**src/rtl/controle_preset.sv**
```systemverilog
// -----------------------------------------------------------------------------
// controle_preset
//
// Closed-loop preset controller for a downstream 4-bit mod-16 counter. After a
// start request it counts fresh arrivals of the counter at a captured target
// value. On the Nth arrival it raises `preset`. It then holds `preset` until
// the counter leaves the target, or until the hold time runs out. While active
// it also counts 15->0 wraps of the counter, saturating at 255.
//
// Parameters
//   TIMEOUT  maximum number of cycles (1..255) that `preset` waits for the
//            counter to leave the target; preset is high TIMEOUT+1 cycles
//            when the counter never moves.
//
// Ports
//   clock    in   1  system clock, rising edge
//   reset    in   1  synchronous, active-high reset
//   counter  in   4  current value of the downstream counter
//   start    in   1  one-cycle arm request (ignored while busy)
//   target   in   4  counter value to fire on (captured at start)
//   hits     in   4  arrivals needed before firing, 0 treated as 1
//   preset   out  1  registered preset drive to the counter
//   busy     out  1  registered, high while WATCH or FIRE
//   done     out  1  registered one-cycle pulse: counter left the target
//   timeout  out  1  registered one-cycle pulse: FIRE hold expired
//   wraps    out  8  registered saturating count of 15->0 wraps while busy
// -----------------------------------------------------------------------------
module controle_preset #(
    parameter int TIMEOUT = 15
) (
    input  logic       clock,
    input  logic       reset,
    input  logic [3:0] counter,
    input  logic       start,
    input  logic [3:0] target,
    input  logic [3:0] hits,
    output logic       preset,
    output logic       busy,
    output logic       done,
    output logic       timeout,
    output logic [7:0] wraps
);

    typedef enum logic [1:0] {
        IDLE  = 2'd0,
        WATCH = 2'd1,
        FIRE  = 2'd2,
        BAD   = 2'd3
    } state_t;

    localparam logic [7:0] HOLD_LIMIT = 8'(TIMEOUT);

    // Saturating 8-bit increment used by the wrap counter.
    function automatic logic [7:0] sat_inc8(input logic [7:0] val);
        if (val == 8'hFF) begin
            return val;
        end
        return val + 8'd1;
    endfunction

    state_t     state, state_n;
    logic [3:0] prev, prev_n;
    logic [3:0] target_r, target_n;
    logic [3:0] hits_r, hits_n;
    logic [3:0] match_cnt, match_n;
    logic [7:0] hold_cnt, hold_n;
    logic [7:0] wraps_n;
    logic       preset_n, busy_n, done_n, timeout_n;

    logic       arrival;
    logic       wrap;
    logic [3:0] match_inc;

    // An arrival is counted only on the cycle the counter steps onto the
    // target, so a counter parked at the target counts once.
    assign arrival   = (counter == target_r) && (prev != target_r);
    assign wrap      = (prev == 4'hF) && (counter == 4'h0);
    assign match_inc = match_cnt + 4'd1;

    always_comb begin
        state_n   = state;
        prev_n    = counter;
        target_n  = target_r;
        hits_n    = hits_r;
        match_n   = match_cnt;
        hold_n    = hold_cnt;
        wraps_n   = wraps;
        preset_n  = 1'b0;
        busy_n    = 1'b0;
        done_n    = 1'b0;
        timeout_n = 1'b0;

        case (state)
            IDLE: begin
                if (start) begin
                    target_n = target;
                    hits_n   = (hits == 4'd0) ? 4'd1 : hits;
                    match_n  = 4'd0;
                    wraps_n  = 8'd0;
                    busy_n   = 1'b1;
                    state_n  = WATCH;
                end
            end

            WATCH: begin
                busy_n = 1'b1;
                if (wrap) begin
                    wraps_n = sat_inc8(wraps);
                end
                if (arrival) begin
                    match_n = match_inc;
                    if (match_inc == hits_r) begin
                        preset_n = 1'b1;
                        hold_n   = 8'd0;
                        state_n  = FIRE;
                    end
                end
            end

            FIRE: begin
                if (wrap) begin
                    wraps_n = sat_inc8(wraps);
                end
                if (counter != target_r) begin
                    done_n  = 1'b1;
                    state_n = IDLE;
                end else if (hold_cnt == HOLD_LIMIT) begin
                    // hold_cnt only starts counting on the cycle after preset
                    // rose, hence the TIMEOUT+1 cycle high time.
                    timeout_n = 1'b1;
                    state_n   = IDLE;
                end else begin
                    hold_n   = hold_cnt + 8'd1;
                    preset_n = 1'b1;
                    busy_n   = 1'b1;
                end
            end

            default: begin
                // Unused encoding: recover to IDLE with everything cleared.
                wraps_n = 8'd0;
                state_n = IDLE;
            end
        endcase
    end

    always_ff @(posedge clock) begin
        if (reset) begin
            state     <= IDLE;
            prev      <= 4'd0;
            target_r  <= 4'd0;
            hits_r    <= 4'd0;
            match_cnt <= 4'd0;
            hold_cnt  <= 8'd0;
            wraps     <= 8'd0;
            preset    <= 1'b0;
            busy      <= 1'b0;
            done      <= 1'b0;
            timeout   <= 1'b0;
        end else begin
            state     <= state_n;
            prev      <= prev_n;
            target_r  <= target_n;
            hits_r    <= hits_n;
            match_cnt <= match_n;
            hold_cnt  <= hold_n;
            wraps     <= wraps_n;
            preset    <= preset_n;
            busy      <= busy_n;
            done      <= done_n;
            timeout   <= timeout_n;
        end
    end

endmodule

```
**config.mk**
```make
export PLATFORM = sky130hd
export DESIGN_NAME = controle_preset
export DESIGN_NICKNAME = d
export VERILOG_FILES = /design/src/rtl/controle_preset.sv
export SDC_FILE = /design/constraint.sdc
export NUM_CORES = 1
export LEC_CHECK = 0
export CORE_MARGIN = 2
export CORE_UTILIZATION = 40
export CTS_CLUSTER_DIAMETER = 150
export DETAILED_ROUTE_END_ITERATION = 7
export PLACE_DENSITY = 0.63
export SKIP_CTS_REPAIR_TIMING = 1
export SYNTH_ARGS = -nofsm -noshare
export SYNTH_HDL_FRONTEND = slang
export SYNTH_SLANG_ARGS = --single-unit
export TNS_END_PERCENT = 5
```
**constraint.sdc**
```tcl
create_clock -name clock -period 3.05 [get_ports clock]
set_input_delay 0.61 -clock clock [delete_from_list [all_inputs] [get_ports clock]]
set_output_delay 0.61 -clock clock [all_outputs]
set_load 0.05 [all_outputs]
```
* After elaboration in Yosys (flattened, before gate mapping) *
Cells that the tools add are included.

word-level totals
  word-level logic and storage cells = 81
  bits of input ports = 15
  output and inout bits = 12
  register bits = 38

operators by class
  equal/unequal tests = 17
  reductions and logical operators = 14
  multiplexer cells = 35
  $add $sub $neg = 3
  bitwise gates (word level) = 1

operator list
  kind                                                                   count
  8-bit two-way mux                                                      10
  8-bit one-hot mux with 3 select lines                                  1
  8-bit by 1-bit adder with 8-bit output, second input constant          2
  8-bit one-hot mux with 2 select lines                                  1
  2-bit inequality test, second input constant                           7
  4-bit two-way mux                                                      3
  1-bit two-way mux                                                      11
  2-bit two-way mux                                                      5
  4-bit equality test                                                    2
  8-bit by 4-bit equality test with 1-bit output, second input constant  1
  8-bit equality test, second input constant                             1
  4-bit zero test                                                        2
  4-bit inequality test                                                  2
  4-bit one-hot mux with 2 select lines                                  1
  2-bit one-hot mux with 3 select lines                                  1
  3-bit AND reduction                                                    2
  5-bit AND reduction                                                    1
  4-bit by 1-bit adder with 4-bit output, second input constant          1
  4-bit equality test, second input constant                             1
  4-bit AND reduction                                                    1
  2-bit nonzero test                                                     2
  3-bit inequality test, second input constant                           1
  1-bit one-hot mux with 3 select lines                                  1
  3-bit OR reduction                                                     1
  8 further kinds                                                        9

* Longest topological paths before layout *
  word-level depth = 7
  depth in mapped cells = 9
  mapped depth without buffers = 7

* Least setup slack after synthesis *
Ideal clock, no wire load.

  path type = reg-to-reg
  start = reg wraps[0]
  end = reg wraps[5]
  period minus slack after synthesis = 2.135 ns
  path slack = 0.915 ns
  arrival = 2.065 ns
  setup time = 0.070 ns
  required time = 2.980 ns
  buffers on the path = 1
  stages on the path, launching flop included = 8
  path through = dfxtp_1 ha_1 nand4_1 nor2_1 or3_1 buf_2 or4_1 a21oi_1

on the way
  cells in the longest elaborated chain, start to end = 7
  elaborated cells between the ends (all ways) = 11
  classes of those cells = add/sub: 1; eq/ne: 1; mux: 9

ends and longest elaborated chain
  what                                         line      RTL
  start: declaration                           41        output logic [7:0] wraps
  start signal: assignment                     167       wraps <= wraps_n;
  8-bit equality test                          55        if (val == 8'hFF) begin
  1-bit two-way mux                            55
  1-bit two-way mux                            107, 121
  1-bit two-way mux                            93        case (state)
  8-bit two-way mux                            58        return val + 8'd1;
  8-bit two-way mux, on equally long branches  121, 107
  8-bit one-hot mux with 3 select lines *      93

Mark *: on every way between the ends. The rest lies on a longest branch, timed or not. The select of a mux whose other input is x is not followed.
A chain may end at the register's enable or synchronous reset.

* Worst setup path after layout *
  start = in counter[1]
  end = reg hold_cnt[0]

on the way
  cells in the longest elaborated chain, start to end = 4
  elaborated cells between the ends (all ways) = 6
  classes of those cells = eq/ne: 4; reduce/logical: 2

ends and longest elaborated chain
  what                                    line  RTL
  start: declaration                      33    input logic [3:0] counter,
  4-bit equality test                     76    assign arrival = (counter == target_r) && (prev != target_r);
  1-bit logical AND                       76
  2-bit inequality test (no source line)  --
  5-bit AND reduction (no source line) *  --
  end signal: assignment                  166   hold_cnt <= hold_n;
  end: declaration                        66    logic [7:0] hold_cnt, hold_n;

Mark *: on every way between the ends. The rest lies on a longest branch, timed or not.

==> results.py <==
metrics = {
    "logic_synthesis": {
        "yosys.area_share.simple_pct": 26.27,
        "synth_xor_area_share_pct": 7.621,
        "synth_area_um2": 2019,
        "synthAdderAreaFrac_pct": 4.337,
        "syn-num-nets": 246,
        "ys_ff_latch": 38,
        "syn_inst": 224,
        "synth_cell_type_count": 56,
        "ys_seq_area_share_pct": 37.67,
        "synth_common_cells": "38 x dfxtp_1, 28 x nand2_1, 17 x a21oi_1, 13 x nand3_1, 11 x nor2_1",
        "yosysMostFrequentCell": "dfxtp_1",
        "synth_top_family_by_area": "simple AND/OR/NAND/NOR gates",
        "yosys.area.top_type_share_pct": 37.67,
        "avgSynthCellArea_um2": 9.015,
        "synth_enable_flop_cells": 0,
        "synth.mux.area_fraction_pct": 0.4957,
        "yosysWarnings": 0,
        "yosys.area.top_type": "dfxtp_1",
        "netlist_top_cells_area": "dfxtp_1 38%, nand2_1 5.2%, ha_1 4.3%, a21oi_1 4.2%, xnor2_1 3.9%",
        "synth_compound_area_share_pct": 18.53,
        "yosys_most_used_dff": "dfxtp_1",
        "async_flop_share_pct": 0,
    },
    "sta": {
        "drv_slew": 0,
        "finalHoldViolations": 0,
        "rsz0062_at_grt": "false",
        "tns_ns": 0,
        "setup_viol": 0,
        "period_share_pct": 81.53,
        "hold-worst-slack_ns": 0.4765,
        "fin_crit_ns": 2.487,
        "tightest_slew_ns": 0.5062,
        "fmax_ghz": 0.4021,
        "maxSlewHeadroom_pct": 66.15,
        "skew_ns": 0.005032,
    },
    "routing": {
        "drtIter0Drc": 106,
        "final_antenna_net_count": 0,
        "vias": 1732,
        "viasPerCell": 5.464,
        "drt_drc_violations_left": 0,
        "routedWlPerCell_um": 13.60,
        "wl_um": 4310,
        "dr.pass1.iters": 4,
    },
    "layout": {
        "fin_cells": 317,
        "drive_gt1_share_pct": 8.400,
        "area_growth_pct": 18.15,
        "fin_nets": 272,
        "num_antenna_cells": 0,
    },
    "global_routing": {
        "grt_start_max_net_pins": 27,
        "antenna_found_initial": 0,
        "grt_pass1_vias": 1609,
        "top_usage_layer": "met2",
        "grt_use_met1_pct": 22.93,
        "grt_pass1_wl_um": 7355,
        "use_met2_pct": 26.61,
        "overflow": 0,
        "grt_usage_pct": 17.30,
        "globalRouteMet3Util_pct": 5.087,
    },
    "setup_path": {
        "critPathLaunchType": "input pin",
        "slowest_stage": "o41a_1",
        "cpPeakStageDelay_ns": 0.54,
        "crit_chain": "clkdlybuf4s50_1, xnor2_1, nand4_2, o41a_1, or4_1, a21oi_1",
        "critical_path.top_delay_family": "compound AO/OA/AOI/OAI gates",
        "worstPathArrival_ns": 2.72,
        "worst-setup-path-type": "in -> reg",
        "worst-path-buf-inv": 1,
        "critical_path.endpoint_type": "flop",
        "critPathMaxFanout": 6,
        "cp_data_required_time_ns": 3.28,
    },
    "power_and_ir_drop": {
        "ir_worst_vdd_mv": 0.3850,
        "p_per_area_nw_per_um2": 559.2,
        "power_leakage_nw": 0.8506,
        "power_w": 0.001334,
    },
    "clock_tree": {
        "clockBufferDepth": 2,
        "insertion_delay_ns": 0.29,
        "cts_tree": "done",
        "clkSinkCount": 38,
        "numCtsBuffers": 5,
        "clock-root-buffer": "clkbuf_8",
        "clk_pin_slew_ns": 0.07,
        "htreeDepth": 2,
    },
    "placement": {
        "dp.cells": 310,
        "io_buffer_count": 26,
        "gp_congestion": 0.7755,
        "dpl.hpwl_um": 3153,
    },
    "status": {
        "run_status": "finished clean",
    },
    "job": {
        "maxCapViolCount": 0,
    },
    "die": {
        "core-area_um2": 4786,
        "die_y_um": 75.06,
        "die_w_um": 75.06,
        "start_util_pct": 42.20,
        "die-area_um2": 5633,
        "io_pins": 27,
        "num_rows": 25,
    },
    "min_path": {
        "min_path_type": "reg -> reg",
    },
}
## layout make-up
type                            instances  area, µm²
Fill cell                             467       2400
Timing Repair Buffer                   29      282.8
Clock buffer                            7      76.32
Multi-Input combinational cell        169       1156
Inverter                                7      26.28
Tap cell                               67      83.83
Sequential cell                        38      760.7
## routing by layer
metal  up-vias  part of all wire [%]
met5         -                     0
met4         0                   1.5
met1       797                    47
met2        50                    46
li1        877                     -
met3         8                   5.4
## cells in the final DEF, fill, tap and decap left out, drive strengths merged, types with 3 or more instances in the layout
cell / synthesis / layout
a21oi: 17 / 17
a32o: 5 / 5
and3: 3 / 3
buf: 4 / 3
clkbuf: 5 / 7
clkdlybuf4s50: 0 / 26
dfxtp: 38 / 38
ha: 7 / 7
inv: 7 / 7
nand2: 28 / 28
nand3: 13 / 13
nand4: 4 / 4
nor2: 11 / 11
nor2b: 5 / 5
nor3: 8 / 8
nor4: 7 / 7
o21ai: 6 / 6
o31ai: 5 / 5
or4: 4 / 4
xnor2: 9 / 9
xor2: 6 / 6
## worst register-to-register path, cell delays in order, from the launching register on
cell     delay (ns)
dfxtp_1        0.38
inv_1          0.09
ha_1           0.34
inv_1          0.18
a22oi_1        0.18
or3_1          0.47
or4_1          0.51
a21oi_1        0.14
## metrics by stage
step           worst slack (ns)  util [%]  cell area (µm²)
6_report                 0.5633     49.86             2386
4_1_cts                  0.5815     49.86             2386
5_1_grt                  0.3766     49.86             2386
3_3_place_gp             0.3221     48.26             2310
3_5_place_dp             0.2952     48.26             2310
2_1_floorplan            0.9149         -             2019
## power breakdown
group	internal [W]	switching (W)
clock	0.000157	0.000171
combinational	0.000163	0.000278
sequential	0.000532	0.0000316
## state kept, by name (all words and copies together), names as in the netlist
name       cells
busy           1
done           1
hits_r         4
hold_cnt       8
match_cnt      4
preset         1
prev           4
state          2
target_r       4
timeout        1
wraps          8
## cell families (layout without fill, tap and decap cells)
group           count (synthesis)  after routing
compound gates                 50             50
buf+inv                        17             43
flops                          38             38
fa+ha+maj                       7              7
simple gates                   95             95
mux                             1              1
xor+xnor                       16             16
## worst paths after layout
check,startpoint,to,slack [ns],cells past startpoint
worst max-delay path,counter[1],hold_cnt[0],0.56,6
worst min-delay path,hits_r[1],hits_r[1],0.48,2
worst max register to register,state[0],wraps[7],0.68,7
worst min register to register,hits_r[1],hits_r[1],0.48,2
Note: power is estimated with default switching activity, not from simulation.
